File: src/rtl/sat_addsub_pipe.sv
// sat_addsub_pipe: two-stage saturating add/subtract/accumulate pipeline.
// Stage 1 registers the op and its WIDTH+1-bit raw result. Stage 2 registers
// the saturated result and its clamp flags. A single global stall holds both
// stages while a result is waiting and out_ready is low.
// Optional feature: define SAT_EVENT_CNT_EN to build the saturation event
// counter behind sat_cnt. Without it, sat_cnt is tied to zero.
module sat_addsub_pipe #(
    parameter int WIDTH  = 8,
    parameter bit SIGNED = 1'b1
) (
    input  logic             clk,
    input  logic             rst,
    input  logic             in_valid,
    output logic             in_ready,
    input  logic [1:0]       op,
    input  logic [WIDTH-1:0] a,
    input  logic [WIDTH-1:0] b,
    output logic             out_valid,
    input  logic             out_ready,
    output logic [WIDTH-1:0] z,
    output logic             ovf,
    output logic             unf,
    output logic [15:0]      sat_cnt
);

    typedef enum logic [1:0] {
        OP_ADD = 2'b00,
        OP_SUB = 2'b01,
        OP_ACC = 2'b10,
        OP_CLR = 2'b11
    } op_e;

    // Clamp a WIDTH+1-bit raw value to WIDTH bits; returns {z, ovf, unf}.
    // In unsigned mode the top raw bit is a carry for add/accumulate and a
    // borrow for subtract, so the op decides which flag it raises.
    function automatic logic [WIDTH+1:0] saturate(input logic [WIDTH:0] raw,
                                                  input logic is_sub);
        logic             o;
        logic             u;
        logic [WIDTH-1:0] r;
        if (SIGNED) begin
            o = ~raw[WIDTH] & raw[WIDTH-1];
            u = raw[WIDTH] & ~raw[WIDTH-1];
        end else begin
            o = raw[WIDTH] & ~is_sub;
            u = raw[WIDTH] & is_sub;
        end
        if (o) begin
            r = '1;
            if (SIGNED) r[WIDTH-1] = 1'b0;
        end else if (u) begin
            r = '0;
            if (SIGNED) r[WIDTH-1] = 1'b1;
        end else begin
            r = raw[WIDTH-1:0];
        end
        return {r, o, u};
    endfunction

    logic             advance;
    logic             accept;
    op_e              op_in;
    logic [WIDTH:0]   a_ext;
    logic [WIDTH:0]   b_ext;
    logic [WIDTH:0]   acc_ext;
    logic [WIDTH:0]   raw;
    logic [WIDTH+1:0] acc_sat;
    logic [WIDTH+1:0] s2_sat;

    logic             s1_valid_q, s1_valid_d;
    op_e              s1_op_q, s1_op_d;
    logic [WIDTH:0]   s1_raw_q, s1_raw_d;
    logic             s2_valid_q, s2_valid_d;
    logic [WIDTH-1:0] z_q, z_d;
    logic             ovf_q, ovf_d;
    logic             unf_q, unf_d;
    logic [WIDTH-1:0] acc_q, acc_d;

    assign advance   = ~s2_valid_q | out_ready;
    assign in_ready  = advance;
    assign accept    = in_valid & advance;
    assign out_valid = s2_valid_q;
    assign z         = z_q;
    assign ovf       = ovf_q;
    assign unf       = unf_q;

    // Extend operands and form the raw result for the op being presented.
    always_comb begin
        op_in   = op_e'(op);
        a_ext   = {SIGNED & a[WIDTH-1], a};
        b_ext   = {SIGNED & b[WIDTH-1], b};
        acc_ext = {SIGNED & acc_q[WIDTH-1], acc_q};
        case (op_in)
            OP_ADD:  raw = a_ext + b_ext;
            OP_SUB:  raw = a_ext - b_ext;
            OP_ACC:  raw = acc_ext + a_ext;
            default: raw = '0;
        endcase
        acc_sat = saturate(raw, 1'b0);
        s2_sat  = saturate(s1_raw_q, s1_op_q == OP_SUB);
    end

    // Next-state for both stages and the accumulator. The accumulator is
    // written at acceptance (not at stage 2) so a following accumulate
    // presented on the very next cycle already sees the updated value.
    always_comb begin
        s1_valid_d = s1_valid_q;
        s1_op_d    = s1_op_q;
        s1_raw_d   = s1_raw_q;
        s2_valid_d = s2_valid_q;
        z_d        = z_q;
        ovf_d      = ovf_q;
        unf_d      = unf_q;
        acc_d      = acc_q;
        if (advance) begin
            s1_valid_d = accept;
            if (accept) begin
                s1_op_d  = op_in;
                s1_raw_d = raw;
            end
            s2_valid_d = s1_valid_q;
            if (s1_valid_q) begin
                z_d   = s2_sat[WIDTH+1:2];
                ovf_d = s2_sat[1];
                unf_d = s2_sat[0];
            end
        end
        if (accept && op_in == OP_ACC) acc_d = acc_sat[WIDTH+1:2];
        if (accept && op_in == OP_CLR) acc_d = '0;
    end

    // Pipeline and accumulator registers with asynchronous reset.
    always_ff @(posedge clk or posedge rst) begin
        if (rst) begin
            s1_valid_q <= 1'b0;
            s1_op_q    <= OP_ADD;
            s1_raw_q   <= '0;
            s2_valid_q <= 1'b0;
            z_q        <= '0;
            ovf_q      <= 1'b0;
            unf_q      <= 1'b0;
            acc_q      <= '0;
        end else begin
            s1_valid_q <= s1_valid_d;
            s1_op_q    <= s1_op_d;
            s1_raw_q   <= s1_raw_d;
            s2_valid_q <= s2_valid_d;
            z_q        <= z_d;
            ovf_q      <= ovf_d;
            unf_q      <= unf_d;
            acc_q      <= acc_d;
        end
    end

`ifdef SAT_EVENT_CNT_EN
    logic [15:0] sat_cnt_q, sat_cnt_d;

    // Count delivered clamped results, sticking at all-ones.
    always_comb begin
        sat_cnt_d = sat_cnt_q;
        if (s2_valid_q && out_ready && (ovf_q || unf_q) && sat_cnt_q != '1)
            sat_cnt_d = sat_cnt_q + 16'd1;
    end

    // Saturation counter register.
    always_ff @(posedge clk or posedge rst) begin
        if (rst) sat_cnt_q <= '0;
        else     sat_cnt_q <= sat_cnt_d;
    end

    assign sat_cnt = sat_cnt_q;
`else
    assign sat_cnt = '0;
`endif

endmodule
File: config.mk
export PLATFORM = sky130hd
export DESIGN_NAME = sat_addsub_pipe
export DESIGN_NICKNAME = d
export VERILOG_FILES = /design/src/rtl/sat_addsub_pipe.sv
export SDC_FILE = /design/constraint.sdc
export NUM_CORES = 1
export LEC_CHECK = 0
export BUFFER_PORTS_ARGS = -buffer_cell sky130_fd_sc_hd__buf_2
export CORE_UTILIZATION = 25
export CTS_BUF_LIST = sky130_fd_sc_hd__clkbuf_8 sky130_fd_sc_hd__clkbuf_16
export CTS_CLUSTER_DIAMETER = 30
export DETAILED_ROUTE_END_ITERATION = 10
export GPL_ROUTABILITY_DRIVEN = 0
export PLACE_DENSITY = 0.49
export SYNTH_ARGS = -nofsm -noshare
export SYNTH_HDL_FRONTEND = slang
export SYNTH_SLANG_ARGS = --single-unit
File: constraint.sdc
create_clock -name clk -period 3.25 [get_ports clk]
set_clock_uncertainty 0.05 [all_clocks]
set_input_delay 0.65 -clock clk [delete_from_list [all_inputs] [get_ports clk]]
set_output_delay 0.65 -clock clk [all_outputs]
set_load 0.01 [all_outputs]
==> results_dict.tcl, run 1 <==
set metrics [dict create \
    status "finished, final reports clean" \
    async_flop_share 1.000 \
    dieWidth_um 96.12 \
    internal-power_mw 0.9743 \
    drtIter0Drc 92 \
    crit_path_top_delay_cell "or3b_4" \
    cts_tree "done" \
    clock_latency_ps 280 \
    root_buffer "clkbuf_8" \
    yosysSeqAreaShare 0.3277 \
    fin_cells 429 \
    setup_viol 0 \
    path_max_fanout 7 \
    synthCells 259 \
    arrival_ps 3340 \
    cpPeakStageDelay_ps 410 \
    ff2ff_path_depth 11 \
    portBuffers 33 \
    multi_input_area_um2 1413 \
    max_cap_violations 0 \
    synth_top_area_share 0.3277 \
    clk_path_buf_depth 2 \
    ys_ff_latch 29 \
    dp.cells 420 \
    grt_max_degree 30 \
    cp-start-kind "input port" \
    startpoint "b[1]" \
    synth_top_cell_by_area "dfrtp_1" \
    grt_overflow_total 0 \
    area_growth_pct 30.11 \
    yosysUniqueCellTypes 50 \
    numCtsBuffers 5 \
    coreArea_um2 8382 \
    synth_warnings 0 \
    cts_sinks 29 \
    ff_latch_area_um2 725.7 \
    r2r_start "acc_q[0]" \
    hold_viol_final 0 \
    antenna_found_initial 0 \
    clkPwrFrac 0.175 \
    fillCellCount 857 \
    synth_area_um2 2215 \
    netlist_top_cells_area "dfrtp_1, o21ai_0, ha_1" \
    final.min_clock_period_ps 3170 \
    rsz0062_at_grt "yes" \
    pwr-share-seq 0.384 \
    synthFlopType "dfrtp_1" \
    maxSlewViolCount 0 \
    fin_crit_sh 0.9754 \
    path_buf_inv 2 \
    cp.required_ps 3420 \
    wl_per_cell_um 12.97 \
    path_depth 14 \
    grt_util_all_layers 0.1265 \
    fin_nets 359 \
    antenna_left 0 \
    clk_pin_slew_ps 60 \
    crit_type "in2reg" \
    p_sw_mw 0.6134 \
    max_slew_margin 0.6082 \
    path_cells "buf_8 > inv_4 > ha_4 > or3b_4 > nor3_4 > o31a_1 > o22ai_1 > ha_1 > a21o_1 > a21oi_4 > o32a_1 > and2_4 > xor2_4 > a22o_1" \
    power_density_nw_per_um2 551.0 \
    io_pins 50 \
    p_leak_nw 1.331 \
    synth_edf_count 0 \
    first_pass_iters 4 \
    wirelength_um 5565 \
    tightestPinTransition_ps 587.7 \
    postCtsHoldBufs 0 \
    p_total_mw 1.588 \
    die_h_um 96.12 \
    grt_first_pass_wirelength_um 8804 \
    drc 0 \
    grt_pass1_vias 1767 \
    die_area_um2 9239 \
    swShare 0.3863 \
    fmax_mhz 315.4 \
    diodes 0 \
    ir_drop_mv 0.1517 \
    hp-class "in2async" \
    fp-row-count 33 \
    start_util 0.2642 \
    syn_avg_cell_area_um2 8.551 \
    critPathTopFamily "compound AO/OA/AOI/OAI gates" \
    vias 2003 \
    place_hpwl_um 4332 \
    drive_gt1_frac 0.3272 \
    final_cell_mix "nand2_1, buf_4, buf_2" \
    htreeDepth 2 \
    endpoint_kind "flip-flop" \
    via_per_inst 4.669 \
    layout_commonest_cell "nand2_1" \
    timing.hold.ws_ps 386.9 \
    combPwrFrac 0.441 \
]
[stage by stage]
| stage | setup WS, ps | TNS (ps) | util | cell area (µm²) |
|---|---|---|---|---|
| CTS | 10.87 | 0 | 0.3303 | 2769 |
| global route | -23.05 | -96.77 | 0.3438 | 2882 |
| global placement | -241.6 | -2211 | 0.3205 | 2686 |
| floorplan | -101.9 | -329.9 | - | 2313 |
| finish | 79.90 | 0 | 0.3438 | 2882 |
| detailed placement | -285.0 | -2522 | 0.3205 | 2686 |
[Yosys cell counts, drive strengths merged (2+ instances only)]
library cell / n
a21o: 2
a21oi: 12
a22o: 7
a22oi: 3
a32oi: 7
and3: 3
buf: 20
clkbuf: 7
dfrtp: 29
ha: 13
inv: 16
nand2: 39
nand2b: 4
nand3: 5
nand3b: 2
nand4: 2
nor2: 9
nor3: 2
o211ai: 3
o21ai: 39
o21bai: 2
o22ai: 4
o31a: 4
xnor2: 4
xor2: 2
[final cells by class]
cell class | count | share of cell area
multi-input cells | 202 | 0.4902
flip-flops and latches | 29 | 0.2518
repair buffers | 69 | 0.1594
well taps | 105 | 0.04559
inverters | 16 | 0.02432
clock buffers | 5 | 0.02388
clock inverters | 3 | 0.004776
[metal layers]
layer | track usage | part of all wire
met1 | 0.1729 | 0.49
met4 | 0.04478 | 0.014
met3 | 0.02449 | 0.038
met5 | 0 | 0
met2 | 0.1968 | 0.45
[worst register-to-register path, stage by stage, from the launching register on]
cell and delay (ps):
dfrtp_1 370, nand3b_1 120, nand2_1 90, ha_2 200
inv_2 40, fa_2 350, nand3b_1 190, and3_4 180
o32a_1 330, and2_4 180, xor2_4 210, a22o_1 240
[cell families (layout without fill, tap and decap cells)]
kind of cell	count (synthesis)	count (layout)	synth area share
xor+xnor	6	6	0.03220
flops	29	29	0.3277
mux	1	1	0.005084
simple gates	72	72	0.1525
compound gates	93	93	0.2960
other cells	1	16	0.001693
fa+ha+maj	14	14	0.08249
buf+inv	43	93	0.1023
[final timing paths]
kind	end	slack (ps)
setup / recovery	acc_q[7]	80
hold / removal	z[5]	390
setup reg to reg	acc_q[7]	600
hold reg to reg	ovf	420
max in group asynchronous	z[1]	2490
min in group clk	ovf	420
[sequential cells by signal, summed over array words and instances, names as in the netlist]
signal,cells
s1_raw_q,9
acc_q,8
z,8
out_valid,1
ovf,1
s1_valid_q,1
unf,1
[power groups by stage]
| stage | Clock (mW) | Combinational [mW] | Sequential [mW] |
|---|---|---|---|
| 4_1_cts | 0.292 | 0.674 | 0.614 |
| 3_3_place_gp | 0 | 0.666 | 0.615 |
| 5_1_grt | 0.314 | 0.789 | 0.636 |
| 3_5_place_dp | 0 | 0.674 | 0.618 |
| 6_report | 0.278 | 0.700 | 0.610 |
| 2_1_floorplan | 0 | 0.438 | 0.603 |
[what timing repair did]
item | 4_1_cts | 5_1_grt
setup endpoints to repair | 0 | 10
buffers inserted | 0 | 1
gates resized for setup | 0 | 27
Power figures use the tool's default switching activity.
==> inputs of run 2 (changes only) <==
==> constraint.sdc (replaced) <==
create_clock -name clk -period 3.7 [get_ports clk]
set_clock_uncertainty 0.05 [all_clocks]
set_input_delay 0.74 -clock clk [delete_from_list [all_inputs] [get_ports clk]]
set_output_delay 0.74 -clock clk [all_outputs]
set_load 0.01 [all_outputs]
==> run 2 against run 1 <==
- non-clock buffer count fell by 21
- sequential power fell by 13%
- sequential cell count did not move
- die area did not move
- first-iteration DRC count rose by 33%
- combinational power fell by 22%
- via count fell by 2.5%
- hold slack improved by 32 ps
- critical path depth did not move
- largest cell class unchanged
==> results_dict.tcl, run 2 (same netlist as run 1, synthesis figures left out) <==
set metrics [dict create \
    combPwrFrac 0.411 \
    min-delay-start "z[2]" \
    postCtsHoldBufs 0 \
    max_flop_register "s1_raw_q" \
    hp-class "reg2reg" \
    via_per_inst 4.787 \
    fmax_mhz 291.8 \
    endpoint_kind "flip-flop" \
    grt-busiest-layer "met2" \
    grtUsageMet1 0.1608 \
    rsz0062_at_grt "no" \
    p_sw_mw 0.5176 \
    drive_gt1_frac 0.2244 \
    status "finished, final reports clean" \
    htreeDepth 2 \
    vias 1953 \
    wirelength_um 5029 \
    maxSlewViolCount 0 \
    fin_area_um2 2600 \
    clk_pin_slew_ps 70 \
    ff2ff_path_depth 10 \
    cts_tree "done" \
    drtIter0Drc 122 \
    rr_endpoint "acc_q[7]" \
    fp-row-count 33 \
    diodes 0 \
    grt_max_degree 30 \
    start_util 0.2642 \
    coreArea_um2 8382 \
    use_met2 0.1832 \
    root_buffer "clkbuf_8" \
    path_cells "buf_2 > inv_1 > ha_1 > nand3b_1 > nand2_1 > ha_1 > inv_1 > fa_1 > nand3b_1 > and3_4 > o32a_1 > and2_4 > xor2_4 > a22o_1" \
    p_total_mw 1.328 \
    holdPathStages 2 \
    first_pass_iters 4 \
    use_met3 0.02212 \
    antenna_found_initial 0 \
    max_cap_violations 0 \
    wl_per_cell_um 12.33 \
    rrSetupSlack_ps 950 \
    cp.required_ps 3810 \
    largest_reg_flops 9 \
    pwr-share-seq 0.397 \
    die_h_um 96.12 \
    grt_overflow_total 0 \
    clock_latency_ps 270 \
    power_density_nw_per_um2 510.9 \
    r2r_start "acc_q[1]" \
    clkPwrFrac 0.192 \
    layout_commonest_cell "nand2_1" \
    cpPeakStageDelay_ps 380 \
    final.min_clock_period_ps 3427 \
    grt_pass1_vias 1723 \
    swShare 0.3896 \
    drc 0 \
    fin_nets 338 \
    place_hpwl_um 4058 \
    cts_sinks 29 \
    tightestPinTransition_ps 1123 \
    ir_drop_mv 0.1347 \
    crit_type "in2reg" \
    hold_end "z[2]" \
    ff_latch_area_um2 725.7 \
    grt_util_all_layers 0.1168 \
    cp-start-kind "input port" \
    grt_first_pass_wirelength_um 8355 \
    multi_input_area_um2 1319 \
    dieWidth_um 96.12 \
    numCtsBuffers 5 \
    critPathTopFamily "adder cells" \
    max_slew_margin 0.2505 \
    place_area_um2 2514 \
    crit_path_top_delay_cell "fa_1" \
    fin_crit_sh 0.9263 \
    fillCellCount 910 \
    antenna_left 0 \
    cts-resized-gates 0 \
    io_pins 50 \
    final_cell_mix "nand2_1, o21ai_0, buf_2" \
    portBuffers 33 \
    die_area_um2 9239 \
    path_max_fanout 7 \
    hold_viol_final 0 \
    internal-power_mw 0.8108 \
    arrival_ps 3540 \
    clk_path_buf_depth 2 \
    setup_viol 0 \
    area_growth_pct 17.40 \
    cts_setup_buffers 0 \
    path_buf_inv 3 \
    p_leak_nw 1.216 \
]
run 2: worst register-to-register path, stage by stage, from the launching register on:
cell and delay [ps]:
dfrtp_1 370, a22oi_1 80, o21ai_0 220, inv_1 90, fa_1 420, nand3b_1 200, and3_4 210, o32a_1 380
and2_4 180, xor2_4 210, a22o_1 230
run 2: routing by layer:
layer  wire length, µm  vias up
met5                 0        -
met4                51        0
met3               322        4
met2              2208       76
met1              2448      889
li1                  -      984
run 2: final cells by class:
cell class | count | area share
Tap cell | 105 | 0.05053
Clock inverter | 3 | 0.006737
Inverter | 16 | 0.02310
Clock buffer | 5 | 0.02647
Sequential cell | 29 | 0.2791
Multi-Input combinational cell | 202 | 0.5072
Timing Repair Buffer | 48 | 0.1068
run 2: power by group through the flow:
stage | sequential (mW) | combinational, mW | clock, mW
final | 0.528 | 0.546 | 0.255
after global routing | 0.553 | 0.625 | 0.277
after CTS | 0.530 | 0.552 | 0.264
after detailed placement | 0.534 | 0.550 | 0
after global placement | 0.533 | 0.546 | 0
after floorplan | 0.530 | 0.378 | 0
run 2: per-stage QoR:
stage / utilization / std cells / hold slack [ps] / setup TNS, ps / setup WS (ps)
finish: 0.3102 / 408 / 419.3 / 0 / 272.8
global route: 0.3102 / 408 / 447.5 / 0 / 122.3
CTS: 0.3102 / 408 / 426.2 / 0 / 256.2
detailed placement: 0.2999 / 400 / 410.4 / -27.65 / -27.65
global placement: 0.2999 / 400 / 408.5 / -74.17 / -48.00
floorplan: - / 274 / 386.5 / 0 / 3.168
run 2: how the worst max path moves through the flow:
stage | depth (start not counted) | endpoint | slack, ps | from
4_1_cts | 14 | acc_q[7] | 260 | op[0]
3_3_place_gp | 14 | acc_q[7] | -50 | op[0]
2_1_floorplan | 15 | acc_q[7] | 3 | op[0]
6_report | 14 | acc_q[7] | 270 | op[0]
5_1_grt | 13 | acc_q[7] | 120 | op[1]
3_5_place_dp | 14 | acc_q[7] | -30 | op[0]
